[src/rtl/present_crypt_core.sv]
// present_crypt_core -- iterative PRESENT block cipher, one round per clock.
//
// 64-bit block with an 80- or 128-bit key. Each request picks encrypt or
// decrypt. Decryption must start from the last round key, so a cache miss
// first runs a KEYGEN pass that walks the key schedule forward. The result is
// kept in a one-entry cache so that a repeated decrypt key skips that pass.
//
// Ports:
//   clk    rising-edge clock
//   rst_n  synchronous active-low reset
//   req    request level, sampled only in IDLE (four-phase with ack)
//   dec    0 = encrypt, 1 = decrypt; captured with req
//   K      key (KEY_W bits); captured with req
//   M      input block; captured with req
//   C      result block; registered, held until the next result or reset
//   ack    result valid; held in DONE until req drops
//   busy   high while in KEYGEN or RUN
module present_crypt_core #(
  parameter int KEY_W  = 80,
  parameter int ROUNDS = 31
) (
  input  logic             clk,
  input  logic             rst_n,
  input  logic             req,
  input  logic             dec,
  input  logic [KEY_W-1:0] K,
  input  logic [63:0]      M,
  output logic [63:0]      C,
  output logic             ack,
  output logic             busy
);

  if (KEY_W != 80 && KEY_W != 128) begin : g_bad_key_w
    $error("present_crypt_core: KEY_W must be 80 or 128");
  end

  localparam int RND_W  = $clog2(ROUNDS + 2);
  // Lowest key bit that takes the round-counter XOR.
  localparam int XOR_LO = (KEY_W == 128) ? 62 : 15;

  typedef enum logic [1:0] {IDLE, KEYGEN, RUN, DONE} state_t;

  state_t             state;
  logic [63:0]        blk;
  logic [KEY_W-1:0]   key;
  logic [KEY_W-1:0]   cached_key;
  logic [KEY_W-1:0]   cached_final;
  logic               cache_valid;
  logic               dec_q;
  logic [RND_W-1:0]   rnd;

  function automatic logic [3:0] sbox(input logic [3:0] x);
    case (x)
      4'h0: sbox = 4'hC;  4'h1: sbox = 4'h5;  4'h2: sbox = 4'h6;  4'h3: sbox = 4'hB;
      4'h4: sbox = 4'h9;  4'h5: sbox = 4'h0;  4'h6: sbox = 4'hA;  4'h7: sbox = 4'hD;
      4'h8: sbox = 4'h3;  4'h9: sbox = 4'hE;  4'hA: sbox = 4'hF;  4'hB: sbox = 4'h8;
      4'hC: sbox = 4'h4;  4'hD: sbox = 4'h7;  4'hE: sbox = 4'h1;  default: sbox = 4'h2;
    endcase
  endfunction

  function automatic logic [3:0] inv_sbox(input logic [3:0] x);
    case (x)
      4'h0: inv_sbox = 4'h5;  4'h1: inv_sbox = 4'hE;  4'h2: inv_sbox = 4'hF;  4'h3: inv_sbox = 4'h8;
      4'h4: inv_sbox = 4'hC;  4'h5: inv_sbox = 4'h1;  4'h6: inv_sbox = 4'h2;  4'h7: inv_sbox = 4'hD;
      4'h8: inv_sbox = 4'hB;  4'h9: inv_sbox = 4'h4;  4'hA: inv_sbox = 4'h6;  4'hB: inv_sbox = 4'h3;
      4'hC: inv_sbox = 4'h0;  4'hD: inv_sbox = 4'h7;  4'hE: inv_sbox = 4'h9;  default: inv_sbox = 4'hA;
    endcase
  endfunction

  // NOTE: every bit of the local result is written before it is returned, so
  // the combinational logic built from these functions cannot infer a latch.
  function automatic logic [63:0] s_layer(input logic [63:0] x, input logic inverse);
    logic [63:0] y;
    for (int n = 0; n < 16; n++)
      y[4*n +: 4] = inverse ? inv_sbox(x[4*n +: 4]) : sbox(x[4*n +: 4]);
    return y;
  endfunction

  // Bit i moves to 16*(i mod 4) + i/4.
  function automatic logic [63:0] p_layer(input logic [63:0] x);
    logic [63:0] y;
    for (int i = 0; i < 64; i++) y[(i % 4) * 16 + i / 4] = x[i];
    return y;
  endfunction

  function automatic logic [63:0] inv_p_layer(input logic [63:0] x);
    logic [63:0] y;
    for (int i = 0; i < 64; i++) y[i] = x[(i % 4) * 16 + i / 4];
    return y;
  endfunction

  function automatic logic [KEY_W-1:0] key_fwd(input logic [KEY_W-1:0] k, input logic [4:0] ctr);
    logic [KEY_W-1:0] r;
    r = {k[KEY_W-62:0], k[KEY_W-1:KEY_W-61]};
    r[KEY_W-1 -: 4] = sbox(r[KEY_W-1 -: 4]);
    if (KEY_W == 128) r[KEY_W-5 -: 4] = sbox(r[KEY_W-5 -: 4]);
    r[XOR_LO +: 5] = r[XOR_LO +: 5] ^ ctr;
    return r;
  endfunction

  function automatic logic [KEY_W-1:0] key_inv(input logic [KEY_W-1:0] k, input logic [4:0] ctr);
    logic [KEY_W-1:0] r;
    r = k;
    r[XOR_LO +: 5] = r[XOR_LO +: 5] ^ ctr;
    r[KEY_W-1 -: 4] = inv_sbox(r[KEY_W-1 -: 4]);
    if (KEY_W == 128) r[KEY_W-5 -: 4] = inv_sbox(r[KEY_W-5 -: 4]);
    return {r[60:0], r[KEY_W-1:61]};
  endfunction

  logic [KEY_W-1:0] key_next_fwd;
  logic [KEY_W-1:0] key_next_inv;
  logic [63:0]      rk;
  logic [63:0]      enc_blk;
  logic [63:0]      dec_blk;

  assign rk           = key[KEY_W-1 -: 64];
  assign key_next_fwd = key_fwd(key, 5'(rnd));
  assign key_next_inv = key_inv(key, 5'(rnd));
  assign enc_blk      = p_layer(s_layer(blk ^ rk, 1'b0));
  assign dec_blk      = s_layer(inv_p_layer(blk ^ rk), 1'b1);

  // NOTE: all state here uses non-blocking assignments so every register
  // samples the values from before the edge, whatever the statement order.
  always_ff @(posedge clk) begin
    if (!rst_n) begin
      // NOTE: the datapath and cache registers are reset along with the FSM;
      // a cleared cache_valid alone is what guarantees no stale hit.
      state        <= IDLE;
      C            <= '0;
      ack          <= 1'b0;
      busy         <= 1'b0;
      rnd          <= '0;
      cache_valid  <= 1'b0;
      cached_key   <= '0;
      cached_final <= '0;
      blk          <= '0;
      key          <= '0;
      dec_q        <= 1'b0;
    end else begin
      case (state)
        IDLE: begin
          if (req) begin
            blk   <= M;
            dec_q <= dec;
            busy  <= 1'b1;
            if (!dec) begin
              key   <= K;
              rnd   <= RND_W'(1);
              state <= RUN;
            end else if (cache_valid && K == cached_key) begin
              key   <= cached_final;
              rnd   <= RND_W'(ROUNDS);
              state <= RUN;
            end else begin
              // The key tag is written now; the entry only becomes valid
              // once KEYGEN has produced the matching final key.
              key         <= K;
              cached_key  <= K;
              cache_valid <= 1'b0;
              rnd         <= RND_W'(1);
              state       <= KEYGEN;
            end
          end
        end

        KEYGEN: begin
          key <= key_next_fwd;
          if (rnd == RND_W'(ROUNDS)) begin
            cached_final <= key_next_fwd;
            cache_valid  <= 1'b1;
            state        <= RUN;
          end else begin
            rnd <= rnd + 1'b1;
          end
        end

        RUN: begin
          if (!dec_q) begin
            blk <= enc_blk;
            key <= key_next_fwd;
            if (rnd == RND_W'(ROUNDS)) begin
              C     <= enc_blk ^ key_next_fwd[KEY_W-1 -: 64];
              busy  <= 1'b0;
              state <= DONE;
            end else begin
              rnd <= rnd + 1'b1;
            end
          end else begin
            blk <= dec_blk;
            key <= key_next_inv;
            if (rnd == RND_W'(1)) begin
              C     <= dec_blk ^ key_next_inv[KEY_W-1 -: 64];
              busy  <= 1'b0;
              state <= DONE;
            end else begin
              rnd <= rnd - 1'b1;
            end
          end
        end

        DONE: begin
          // C is loaded on the entry edge; ack follows one edge later and is
          // then held until req is seen low.
          if (!ack) begin
            ack <= 1'b1;
          end else if (!req) begin
            ack   <= 1'b0;
            state <= IDLE;
          end
        end

        default: state <= IDLE;
      endcase
    end
  end

endmodule

[config.mk]
export PLATFORM = sky130hd
export DESIGN_NAME = present_crypt_core
export DESIGN_NICKNAME = d
export VERILOG_FILES = /design/src/rtl/present_crypt_core.sv
export SDC_FILE = /design/constraint.sdc
export NUM_CORES = 2
export LEC_CHECK = 0
export CORE_MARGIN = 1
export CORE_UTILIZATION = 33
export DETAILED_ROUTE_END_ITERATION = 10
export GPL_TIMING_DRIVEN = 1
export PLACE_DENSITY = 0.59
export SLEW_MARGIN = 15
export SYNTH_ARGS = -nofsm -noshare
export SYNTH_HDL_FRONTEND = slang
export SYNTH_SLANG_ARGS = --single-unit
[constraint.sdc]
create_clock -name clk -period 4.7 [get_ports clk]
set_input_delay 0.47 -clock clk [delete_from_list [all_inputs] [get_ports clk]]
set_output_delay 0.47 -clock clk [all_outputs]
set_load 0.05 [all_outputs]
==> impl_metrics.yaml <==
clock_network:
  numCtsBuffers: 45
  postCtsSetupBuffers: 0
  clk-insertion-delay-late_ns: 0.63
  htree_num_levels: 2
  numClockSinks: 388
  clk_path_buf_depth: 3
  cts_tree: "built"
  hold_buffers: 0
  root_buffer: "clkbuf_16"
  path_clk_slew_ns: 0.06
  cts_resized: 0
global_route:
  grt_pass1_wl_um: 162000
  track_usage_pct: 26.9
  first_global_vias: 23100
  antenna_found_initial: 3
  grt-ovfl-total: 0
  grt_max_degree: 196
synth:
  seq_area_frac_synth_pct: 29.3
  netlist_top_cells_count: "495 x nand2_1, 388 x dfxtp_1, 310 x a21oi_1"
  ys_ff_latch: 388
  synth_ff_type: "dfxtp_1"
  synthCells: 3332
  yosysUniqueCellTypes: 84
  syn_area_per_cell_um2: 7.96
  synth_fp_nets: 3628
  synth_edf_count: 0
  synthTopCellsByArea: "dfxtp_1 29%, mux2i_1 7.9%, nand2_1 7.0%, ha_1 7.0%, a21oi_1 5.8%"
  netlist_area_um2: 26500
  synth_largest_type_area_fraction_pct: 29.3
  synth.largest_area_cell: "dfxtp_1"
  yosys_warnings: 0
  synth.most_common_cell: "nand2_1"
  async_reset_ff_share_pct: 0
outcome:
  status: "finished clean"
timing:
  hold_viol_final: 0
  tightest_slew_ns: 1.09
  finalSetupViolCount: 0
  slew_headroom_pct: 26.7
  period_minus_slack_ns: 4.13
  setup_tns_ns: 0
  slew_violations: 0
  fin_crit_sh_pct: 87.9
  rsz0062_at_grt: "no"
  skew_ns: 0.0290
  max_freq_mhz: 242
power:
  powerDensity_nw_per_um2: 892
  ir_drop_mv: 0.502
  p_leak_nw: 11.6
  total_power_w: 0.0280
route:
  drtAntennaViolNets: 0
  via_count: 25600
  routed_wirelength_um: 113000
  via_per_inst: 5.70
  drt_first_iter_violations: 2727
  firstDrtPassIters: 8
  wl_per_cell_um: 25.2
  drc_errors: 0
critical_path:
  cp.required_ns: 5.19
  cpMostUsedCell: "o31a_1"
  startpoint_type: "input port"
  crit_path_end_kind: "register"
  worstPathArrival_ns: 4.62
  crit_slowest_cell: "nor4_1"
  crit_chain: "clkdlybuf4s50_1 > xor2_1 > nor4_1 > nand4_1 > buf_4 > or4_1 > o31a_1 > o31a_1 > o21ai_0 > ha_1 > mux4_2"
  crit_path_max_incr_delay_ns: 0.94
  crit_fanout: 3
  crit_type: "input port to register"
run:
  cap_violations: 0
final_layout:
  area_growth_syn_to_layout_pct: 18.3
  finish.instance_area_um2: 31400
  n_fill_cell: 8123
  drive_above_1_share_pct: 7.41
  nets: 3707
hold_path:
  hold_class: "register to register"
die:
  start_util_pct: 33.5
  dieArea_um2: 81500
  rows: 103
  core_um2: 79300
  die_x_um: 286
  die_y_um: 286
  io_pins: 214
placed_design:
  io_buffers: 213
  placed_area_um2: 29800
  hpwl_um: 83200
  gp_congestion: 1.01
[worst paths after layout]
kind / startpoint / slack [ns] / cells after the start / endpoint
worst max-delay path: K[57] / 0.57 / 11 / key_next_inv[17]$_DFF_P_
worst min-delay path: C[53]$_SDFFE_PN0P_ / 0.45 / 2 / C[53]$_SDFFE_PN0P_
worst max register to register: cached_key[57]$_SDFFE_PN0P_ / 0.65 / 10 / key_next_inv[17]$_DFF_P_
worst min register to register: C[53]$_SDFFE_PN0P_ / 0.45 / 2 / C[53]$_SDFFE_PN0P_
[where the power goes]
| part | leakage (nW) | switching, W | internal (W) |
|---|---|---|---|
| clock | 0.746 | 0.00162 | 0.00217 |
| combinational | 7.70 | 0.0118 | 0.00712 |
| sequential | 3.17 | 0.00130 | 0.00395 |
| total | 11.6 | 0.0148 | 0.0132 |
[routing by layer]
metal | global-route usage, % | vias up | routed length [µm]
met1 | 37.6 | 12300 | 49100
met2 | 39.1 | 1261 | 47100
li1 | - | 11900 | -
met3 | 4.96 | 207 | 10900
met4 | 13.7 | 0 | 6080
met5 | 0 | - | 0
[layout by cell type, fill, tap and decap left out, types with 9 or more instances in the layout]
master,netlist,routed
a211o_1,84,84
a211oi_1,95,95
a21oi_1,310,310
a221oi_1,76,76
a31oi_1,46,46
buf_4,3,112
clkbuf_16,0,45
clkdlybuf4s50_1,0,213
dfxtp_1,388,387
ha_1,148,147
inv_1,97,96
mux2i_1,209,209
mux4_2,23,23
nand2_1,495,493
nand2b_1,25,24
nand4_1,20,20
nor2_1,294,293
nor2b_1,16,16
nor3_1,60,58
nor4_1,10,10
o211ai_1,99,99
o21ai_0,82,81
o221ai_1,19,19
o31ai_1,9,9
or4_1,9,9
xnor2_1,159,159
xor2_1,136,135
[logic make-up (layout without fill, tap and decap cells)]
| kind of cell | after synthesis | count (layout) | synth area share (%) |
|---|---|---|---|
| simple gates | 980 | 980 | 15.6 |
| compound gates | 875 | 875 | 22.1 |
| buf+inv | 404 | 512 | 5.97 |
| flops | 388 | 388 | 29.3 |
| xor+xnor | 300 | 300 | 10.0 |
| mux | 237 | 237 | 10.1 |
| fa+ha+maj | 148 | 148 | 6.98 |
| other cells | 0 | 2 | 0 |
[registers in the layout (all words and copies together) (netlist names)]
signal and cells:
C 64, ack 1, blk 64, busy 1
cache_valid 1, cached_final 80, cached_key 80, dec_q 1
key 80, key_next_fwd 4, key_next_inv 4, rnd 6
state 2
[stage by stage]
| stage | utilization [%] | std cells | hold WS (ns) | setup WS [ns] |
|---|---|---|---|---|
| CTS | 39.6 | 4490 | 0.455 | 0.657 |
| detailed placement | 37.6 | 4414 | 0.447 | 0.0243 |
| floorplan | - | 3332 | 0.432 | 1.14 |
| global route | 39.6 | 4492 | 0.465 | 0.538 |
| global placement | 37.6 | 4414 | 0.441 | -0.0175 |
| finish | 39.6 | 4492 | 0.452 | 0.570 |
[final cells by class]
type,count,area (µm²),share of cell area [%]
multi-input cells,2540,17300,55.0
flip-flops and latches,388,7770,24.8
repair buffers,331,3090,9.85
well taps,1050,1310,4.19
clock buffers,58,1250,4.00
inverters,105,404,1.29
clock inverters,18,289,0.921
diodes,2,5.00,0.0159
[critical path, delay by kind of cell]
family,cells,cell delay [ns]
fa+ha+maj,1,0.31
buf+inv,2,0.74
compound gates,3,0.88
xor+xnor,1,0.19
mux,1,0.46
simple gates,3,1.58
Power figures use the tool's default switching activity.
